[src/rtl/bilbo_pkg.sv]
// rtl/bilbo_pkg.sv - BILBO mode codes and BIST sequencer state encoding
package bilbo_pkg;

  // {B1,B2} mode codes shared by the generator and compactor BILBOs
  localparam logic [1:0] MODE_SHIFT  = 2'b00;
  localparam logic [1:0] MODE_PRPG   = 2'b01;
  localparam logic [1:0] MODE_NORMAL = 2'b10;
  localparam logic [1:0] MODE_MISR   = 2'b11;

  typedef enum logic [2:0] {
    IDLE    = 3'd0,
    SEED    = 3'd1,
    RUN     = 3'd2,
    UNLOAD  = 3'd3,
    COMPARE = 3'd4,
    DONE    = 3'd5
  } bist_state_e;

  function automatic int max_int(input int a, input int b);
    return (a > b) ? a : b;
  endfunction

endpackage

[src/rtl/bilbo_sig_capture.sv]
// rtl/bilbo_sig_capture.sv - serial signature capture register with golden compare
module bilbo_sig_capture
#(
  parameter int NBITS = 4
)
(
  input  logic             clk,
  input  logic             rst,
  input  logic             clear,
  input  logic             shift_en,
  input  logic             cmp_en,
  input  logic             so_in,
  input  logic [1:NBITS]   golden,
  output logic [1:NBITS]   sig,
  output logic             pass
);

  // The first bit shifted in is compactor Q[NBITS]; it walks down to sig[NBITS]
  always_ff @(posedge clk or posedge rst) begin
    if (rst) begin
      sig  <= '0;
      pass <= 1'b0;
    end else if (clear) begin
      sig  <= '0;
      pass <= 1'b0;
    end else begin
      if (shift_en) begin
        sig <= {so_in, sig[1:NBITS-1]};
      end
      if (cmp_en) begin
        pass <= (sig == golden);
      end
    end
  end

endmodule

[src/rtl/bilbo_bist_ctrl.sv]
// rtl/bilbo_bist_ctrl.sv - BILBO generator/compactor BIST sequencer (option: BILBO_SIG_RESTORE_EN)
module bilbo_bist_ctrl
  import bilbo_pkg::*;
#(
  parameter int NBITS     = 4,
  parameter int NPATTERNS = 15
)
(
  input  logic             Clk,
  input  logic             Rst,
  input  logic             Start,
  input  logic [1:NBITS]   Seed,
  input  logic [1:NBITS]   Golden,
  input  logic             So_cmp,
  output logic             CE,
  output logic             B1_gen,
  output logic             B2_gen,
  output logic             B1_cmp,
  output logic             B2_cmp,
  output logic             Si_gen,
  output logic             Si_cmp,
  output logic             Busy,
  output logic             Done,
  output logic             Pass,
  output logic [1:NBITS]   Sig
);

  if (NBITS < 2 || NPATTERNS < 1) begin : g_param_check
    $error("bilbo_bist_ctrl: NBITS must be >= 2 and NPATTERNS >= 1");
  end

  localparam int CW = $clog2(max_int(NBITS, NPATTERNS));
  localparam logic [CW-1:0] SHIFT_LAST = CW'(NBITS - 1);
  localparam logic [CW-1:0] RUN_LAST   = CW'(NPATTERNS - 1);

  bist_state_e      state_q, state_d;
  logic [CW-1:0]    cnt_q, cnt_d;
  logic [1:NBITS]   seed_reg, golden_reg;
  logic [1:0]       gen_mode, cmp_mode;
  logic             accept, shift_en, cmp_en;

  always_ff @(posedge Clk or posedge Rst) begin
    if (Rst) begin
      state_q    <= IDLE;
      cnt_q      <= '0;
      seed_reg   <= '0;
      golden_reg <= '0;
    end else begin
      state_q <= state_d;
      cnt_q   <= cnt_d;
      if (accept) begin
        seed_reg   <= Seed;
        golden_reg <= Golden;
      end
    end
  end

  always_comb begin
    state_d  = state_q;
    cnt_d    = cnt_q;
    CE       = 1'b0;
    gen_mode = MODE_NORMAL;
    cmp_mode = MODE_NORMAL;
    Si_gen   = 1'b0;
    Si_cmp   = 1'b0;
    Busy     = 1'b0;
    Done     = 1'b0;
    accept   = 1'b0;
    shift_en = 1'b0;
    cmp_en   = 1'b0;

    case (state_q)
      IDLE: begin
        if (Start) begin
          accept  = 1'b1;
          cnt_d   = '0;
          state_d = SEED;
        end
      end

      SEED: begin
        CE       = 1'b1;
        Busy     = 1'b1;
        gen_mode = MODE_SHIFT;
        cmp_mode = MODE_SHIFT;
        // Seed[NBITS] goes first so the generator holds Seed in Q[1:NBITS] on exit
        for (int i = 1; i <= NBITS; i++) begin
          if (i == NBITS - int'(cnt_q)) begin
            Si_gen = seed_reg[i];
          end
        end
        if (cnt_q == SHIFT_LAST) begin
          cnt_d   = '0;
          state_d = RUN;
        end else begin
          cnt_d = cnt_q + CW'(1);
        end
      end

      RUN: begin
        CE       = 1'b1;
        Busy     = 1'b1;
        gen_mode = MODE_PRPG;
        cmp_mode = MODE_MISR;
        if (cnt_q == RUN_LAST) begin
          cnt_d   = '0;
          state_d = UNLOAD;
        end else begin
          cnt_d = cnt_q + CW'(1);
        end
      end

      UNLOAD: begin
        CE       = 1'b1;
        Busy     = 1'b1;
        gen_mode = MODE_NORMAL;
        cmp_mode = MODE_SHIFT;
        shift_en = 1'b1;
`ifdef BILBO_SIG_RESTORE_EN
        // Rotate the compactor so it still holds the signature afterwards
        Si_cmp   = So_cmp;
`else
        Si_cmp   = 1'b0;
`endif
        if (cnt_q == SHIFT_LAST) begin
          cnt_d   = '0;
          state_d = COMPARE;
        end else begin
          cnt_d = cnt_q + CW'(1);
        end
      end

      COMPARE: begin
        Busy    = 1'b1;
        cmp_en  = 1'b1;
        cnt_d   = '0;
        state_d = DONE;
      end

      DONE: begin
        Done    = 1'b1;
        cnt_d   = '0;
        state_d = IDLE;
      end

      default: begin
        cnt_d   = '0;
        state_d = IDLE;
      end
    endcase
  end

  assign {B1_gen, B2_gen} = gen_mode;
  assign {B1_cmp, B2_cmp} = cmp_mode;

  bilbo_sig_capture #(
    .NBITS (NBITS)
  ) u_sig_capture (
    .clk      (Clk),
    .rst      (Rst),
    .clear    (accept),
    .shift_en (shift_en),
    .cmp_en   (cmp_en),
    .so_in    (So_cmp),
    .golden   (golden_reg),
    .sig      (Sig),
    .pass     (Pass)
  );

endmodule

[config.mk]
export PLATFORM = sky130hd
export DESIGN_NAME = bilbo_bist_ctrl
export DESIGN_NICKNAME = d
export VERILOG_FILES = /design/src/rtl/bilbo_pkg.sv /design/src/rtl/bilbo_sig_capture.sv /design/src/rtl/bilbo_bist_ctrl.sv
export SDC_FILE = /design/constraint.sdc
export NUM_CORES = 1
export LEC_CHECK = 0
export CORE_UTILIZATION = 49
export DETAILED_ROUTE_END_ITERATION = 12
export PLACE_DENSITY_LB_ADDON = 0.25
export SETUP_SLACK_MARGIN = 0.5
export SLEW_MARGIN = 20
export SYNTH_ARGS = -nofsm -noshare
export SYNTH_HDL_FRONTEND = slang
export SYNTH_SLANG_ARGS = --single-unit
[constraint.sdc]
create_clock -name Clk -period 1.85 [get_ports Clk]
set_input_delay 0.2775 -clock Clk [delete_from_list [all_inputs] [get_ports Clk]]
set_output_delay 0.2775 -clock Clk [all_outputs]
set_load 0.01 [all_outputs]
==> results of run 1 <==
cells by family after synthesis:
| group | count (synthesis) |
|---|---|
| AO/OA/AOI/OAI | 18 |
| XOR/XNOR | 7 |
| adder cells (fa/ha/maj) | 7 |
| buffers and inverters | 12 |
| flip-flops | 20 |
| multiplexers | 12 |
| other | 1 |
| AND/OR/NAND/NOR | 28 |
timing repair:
action	4_1_cts
pin swaps	8
cloned	3
setup endpoints to repair	29
setup buffers	26
gates resized for setup	73
through the flow:
step	cells	setup WS, ns	util, %	area, µm²	TNS (ns)
detailed placement	162	-0.132	68.4	1540	-0.132
CTS	195	0.0107	85.8	1940	0
floorplan	105	0.349	-	1210	0
global placement	162	-0.0507	68.4	1540	-0.0507
cell usage after synthesis, types with 2 or more instances:
cell type  instances  share of area (%)
a211o_1            2                1.5
a21oi_1            4                1.7
buf_2              3                1.3
buf_4              3                1.9
dfrtp_1           20                 42
ha_1               7                7.4
inv_1              6                1.9
mux2_2             8                7.6
mux2i_1            4                3.4
nand2_1            6                1.9
nand3_1            2               0.84
nand3b_1           2                1.3
nor2_1             4                1.3
o21ai_1            3                1.3
xnor2_1            5                3.7
xor2_1             2                1.5
==> run metrics, run 1 <==
fraction of the mapped netlist area in simple logic gates between 10% and 20%; largest net degree at the start of global routing 14; Yosys reg bits 20; Detail Placement HPWL around 1700 µm; main combinational cell family by area after synthesis simple AND/OR/NAND/NOR gates; Synth Cell Area roughly 1200 µm²; Synth Warn # 0; Mapped Cells about 110; Initial Util 52.6%; number of CTS-inserted buffers 3; Die W just over 50 µm; Die Y approximately 51 µm; I/O pin total 26; port buffer count 24; mux share of post-synthesis cell area 11.0%; post-synthesis cell type count 40; error msg [ERROR DPL-0033] detailed placement checks failed during check placement.; syn_nets around 120; Avg Synthesized Cell Area ~11 µm²; GPL Wtd Cong ~0.74; failing step global routing; status did not finish; Compound-Gate Fraction of Synth Area about an eighth; worst_ep kind output port; asr flop ratio synth between 90% and 100%; post-synthesis xor/xnor area fraction about 5.2%; post-synthesis sequential area ratio roughly 42%; Rows 17; GRT worst endpoint Si_gen; EDFF count, synth 0; initial antenna violation count 0; clk root buf clkbuf_4; H-tree depth 1; hold_buf cts 0; Adder-Cell Fraction of Synth Area about 7.4%; worst-case clock buffer depth 2; Most used DFF post-synth dfrtp_1; clock sink count 20
==> inputs of run 2 (changes only) <==
--- a/config.mk
+++ b/config.mk
@@ -5,10 +5,10 @@
 export SDC_FILE = /design/constraint.sdc
 export NUM_CORES = 1
 export LEC_CHECK = 0
-export CORE_UTILIZATION = 49
+export CORE_AREA = 2 2 63 65
 export DETAILED_ROUTE_END_ITERATION = 12
-export PLACE_DENSITY_LB_ADDON = 0.25
-export SETUP_SLACK_MARGIN = 0.5
+export DIE_AREA = 0 0 65 67
+export PLACE_DENSITY_LB_ADDON = 0.15
 export SLEW_MARGIN = 20
 export SYNTH_ARGS = -nofsm -noshare
 export SYNTH_HDL_FRONTEND = slang
==> run 2 against run 1 <==
- the flow now finishes without violations
- synthesized area unchanged
- synthesized cell count unchanged
==> run metrics, run 2 <==
status completed; DIE AREA between 4000 and 5000 µm²; Synth Cell Area around 1200 µm²; Post-synth top cells dfrtp_1 (20), mux2_2 (8), ha_1 (7), inv_1 (6), nand2_1 (6); hold_buf cts 0; Avg Synthesized Cell Area 11.3 µm²; WHS about 0.34 ns; asr flop ratio synth 100%; GRT Total Usage about an eighth; Rows 22; most common cell in the netlist dfrtp_1; CP max stage delay 0.39 ns; worst-case clock buffer depth 2; crit path DAT about 1.5 ns; Crit Path Category reg -> out; Clock transition at path regs approximately 0.070 ns; largest vdd supply drop around 0.47 mV; crit-path cells buf_4 > ha_1 > nand2_1 > o21ai_0 > o2111a_1 > buf_2; fmax between 500 and 600 MHz; clock sink count 20; largest net degree at the start of global routing 21; commonest cells after routing, fill and taps aside dfrtp_1 (20), clkdlybuf4s50_1 (16), buf_4 (11); final setup vio count 0; Synth area leader dfrtp_1; most common cell after layout, fill and taps aside dfrtp_1; CTS tree built; Yosys reg bits 20; Slew Limit Fails 0; Worst Skew about 0.0023 ns; port buffer count 24; Vias/cell 4.75; post-route worst setup slack 0.0551 ns; post-layout minimum cycle time 1.79 ns; Sequential Area about 500 µm²; first-pass GRT wire length ~4100 µm; max-cap viol count 0; Initial Util approximately a third; syn_nets roughly 120; synthesis-to-layout area growth 34.5%; proportion of layout cells with a drive suffix above 1 26.1%; Synth Warn # 0; Hold Path Class in -> async; EDFF count, synth 0; Pleak about 0.73 nW; Core ar. roughly 3600 µm²; Power Density 1600 nW/µm²; H-tree depth 1; critical path's slowest cell dfrtp_1; vias in the first global route 900; hold violation count in the final report 0; # DRC 0; initial antenna violation count 0; I/O pin total 26; clk root buf clkbuf_8; worst skew pair latency around 0.25 ns; GPL Wtd Cong just over 0.7; via count just under 900; drt pass-1 iters 4; Detailed Route WL about 2400 µm; Synth area leaders dfrtp_1 (42%), mux2_2 (7.6%), ha_1 (7.4%), xnor2_1 (3.7%), mux2i_1 (3.4%); Most used DFF post-synth dfrtp_1; post-synthesis sequential area ratio about 42%; RSZ-0062 raised after global routing yes; DP Worst Slack -0.116 ns; Critical Path RT roughly 1.6 ns; Die W between 60 and 70 µm; drt wl/cell 13.1 µm; launching element type of the critical path flip-flop; Final ANT Viol Nets 0; Die Y approximately 67 µm; Filler Cell Count between 300 and 400; number of CTS-inserted buffers 3; CP max FO 7; NumNets Final around 160; Detail Placement HPWL between 1500 and 2000 µm; share of the synthesized area in the top cell type 42.2%; Setup crit end kind primary output; Mapped Cells between 100 and 150; n_diodes 0; part of the cycle the worst path needs a little over nine tenths; Multi-input gate area between 600 and 700 µm²; Remaining Overflow, GRT 0; DRT iter0 DRCs between 40 and 50; post-synthesis cell type count 40
run 2: repair_timing:
item | 4_1_cts | 5_1_grt
pin swaps | 0 | 1
gates resized for setup | 13 | 2
setup buffers | 0 | 0
endpoints found under the setup margin | 8 | 2
run 2: through the flow:
stage	total power, mW	instance area (µm²)	cells	util [%]	TNS, ns
final	2.55	1600	186	44.2	0
after CTS	2.55	1580	186	43.8	0
after detailed placement	2.33	1550	183	43.0	-0.116
after floorplan	1.70	1190	105	-	0
after global placement	2.29	1550	183	43.0	-0.0368
after global routing	2.75	1600	186	44.2	-0.0256
run 2: final timing paths:
| kind | startpoint | to | slack, ns | cells after the start |
|---|---|---|---|---|
| worst max-delay path | cnt_q[0] | Si_gen | 0.06 | 6 |
| worst min-delay path | Rst | seed_reg[2] | 0.34 | 3 |
| worst max register to register | cnt_q[1] | cnt_q[1] | 0.11 | 5 |
| min in group Clk | seed_reg[1] | seed_reg[1] | 0.53 | 1 |
| worst min register to register | seed_reg[1] | seed_reg[1] | 0.53 | 1 |
| max in group asynchronous | Rst | u_sig_capture.sig[3] | 1.29 | 3 |
run 2: metal layers:
metal | vias to the layer above | part of all wire, % | GRT usage (%) | routed length [µm]
li1 | 437 | - | - | -
met1 | 422 | 47 | 14.9 | 1150
met2 | 22 | 48 | 22.0 | 1180
met3 | 2 | 3.3 | 2.53 | 80
met4 | 0 | 1.2 | 7.18 | 29
met5 | - | 0 | 0 | 0
run 2: layout make-up:
cell class / instances / area share, %
inverters: 6 / 1.41
repair buffers: 36 / 20.6
flip-flops and latches: 20 / 31.4
clock buffers: 3 / 2.59
well taps: 48 / 3.76
multi-input cells: 73 / 40.2
run 2: kinds of logic (layout without fill, tap and decap cells):
group           Yosys count  after routing  share of synthesized area [%]
flops                    20             20                           42.2
simple gates             28             28                           17.1
compound gates           18             18                           11.8
buf+inv                  12             45                           5.06
xor+xnor                  7              7                           5.17
other cells               1              1                          0.316
mux                      12             12                           11.0
fa+ha+maj                 7              7                           7.38
run 2: worst max-delay path: cells and delay by family (launching register included):
family,cells,cell delay (ns)
flops,1,0.39
compound gates,2,0.30
simple gates,1,0.07
buf+inv,2,0.30
fa+ha+maj,1,0.21
run 2: where the power goes:
part	total, mW	leakage (nW)	internal [mW]	switching (mW)
registers	0.786	0.251	0.633	0.152
clock network	0.280	0.0216	0.145	0.135
logic	1.48	0.456	0.788	0.693
Note: power is estimated with default switching activity, not from simulation.
==> inputs of run 3 (changes only) <==
--- a/config.mk
+++ b/config.mk
@@ -5,6 +5,7 @@
 export SDC_FILE = /design/constraint.sdc
 export NUM_CORES = 1
 export LEC_CHECK = 0
+export ABC_AREA = 0
 export CORE_AREA = 2 2 63 65
 export DETAILED_ROUTE_END_ITERATION = 12
 export DIE_AREA = 0 0 65 67
==> results of run 3 <==
Final layout, timing and power as in run 2 (identical DEF).
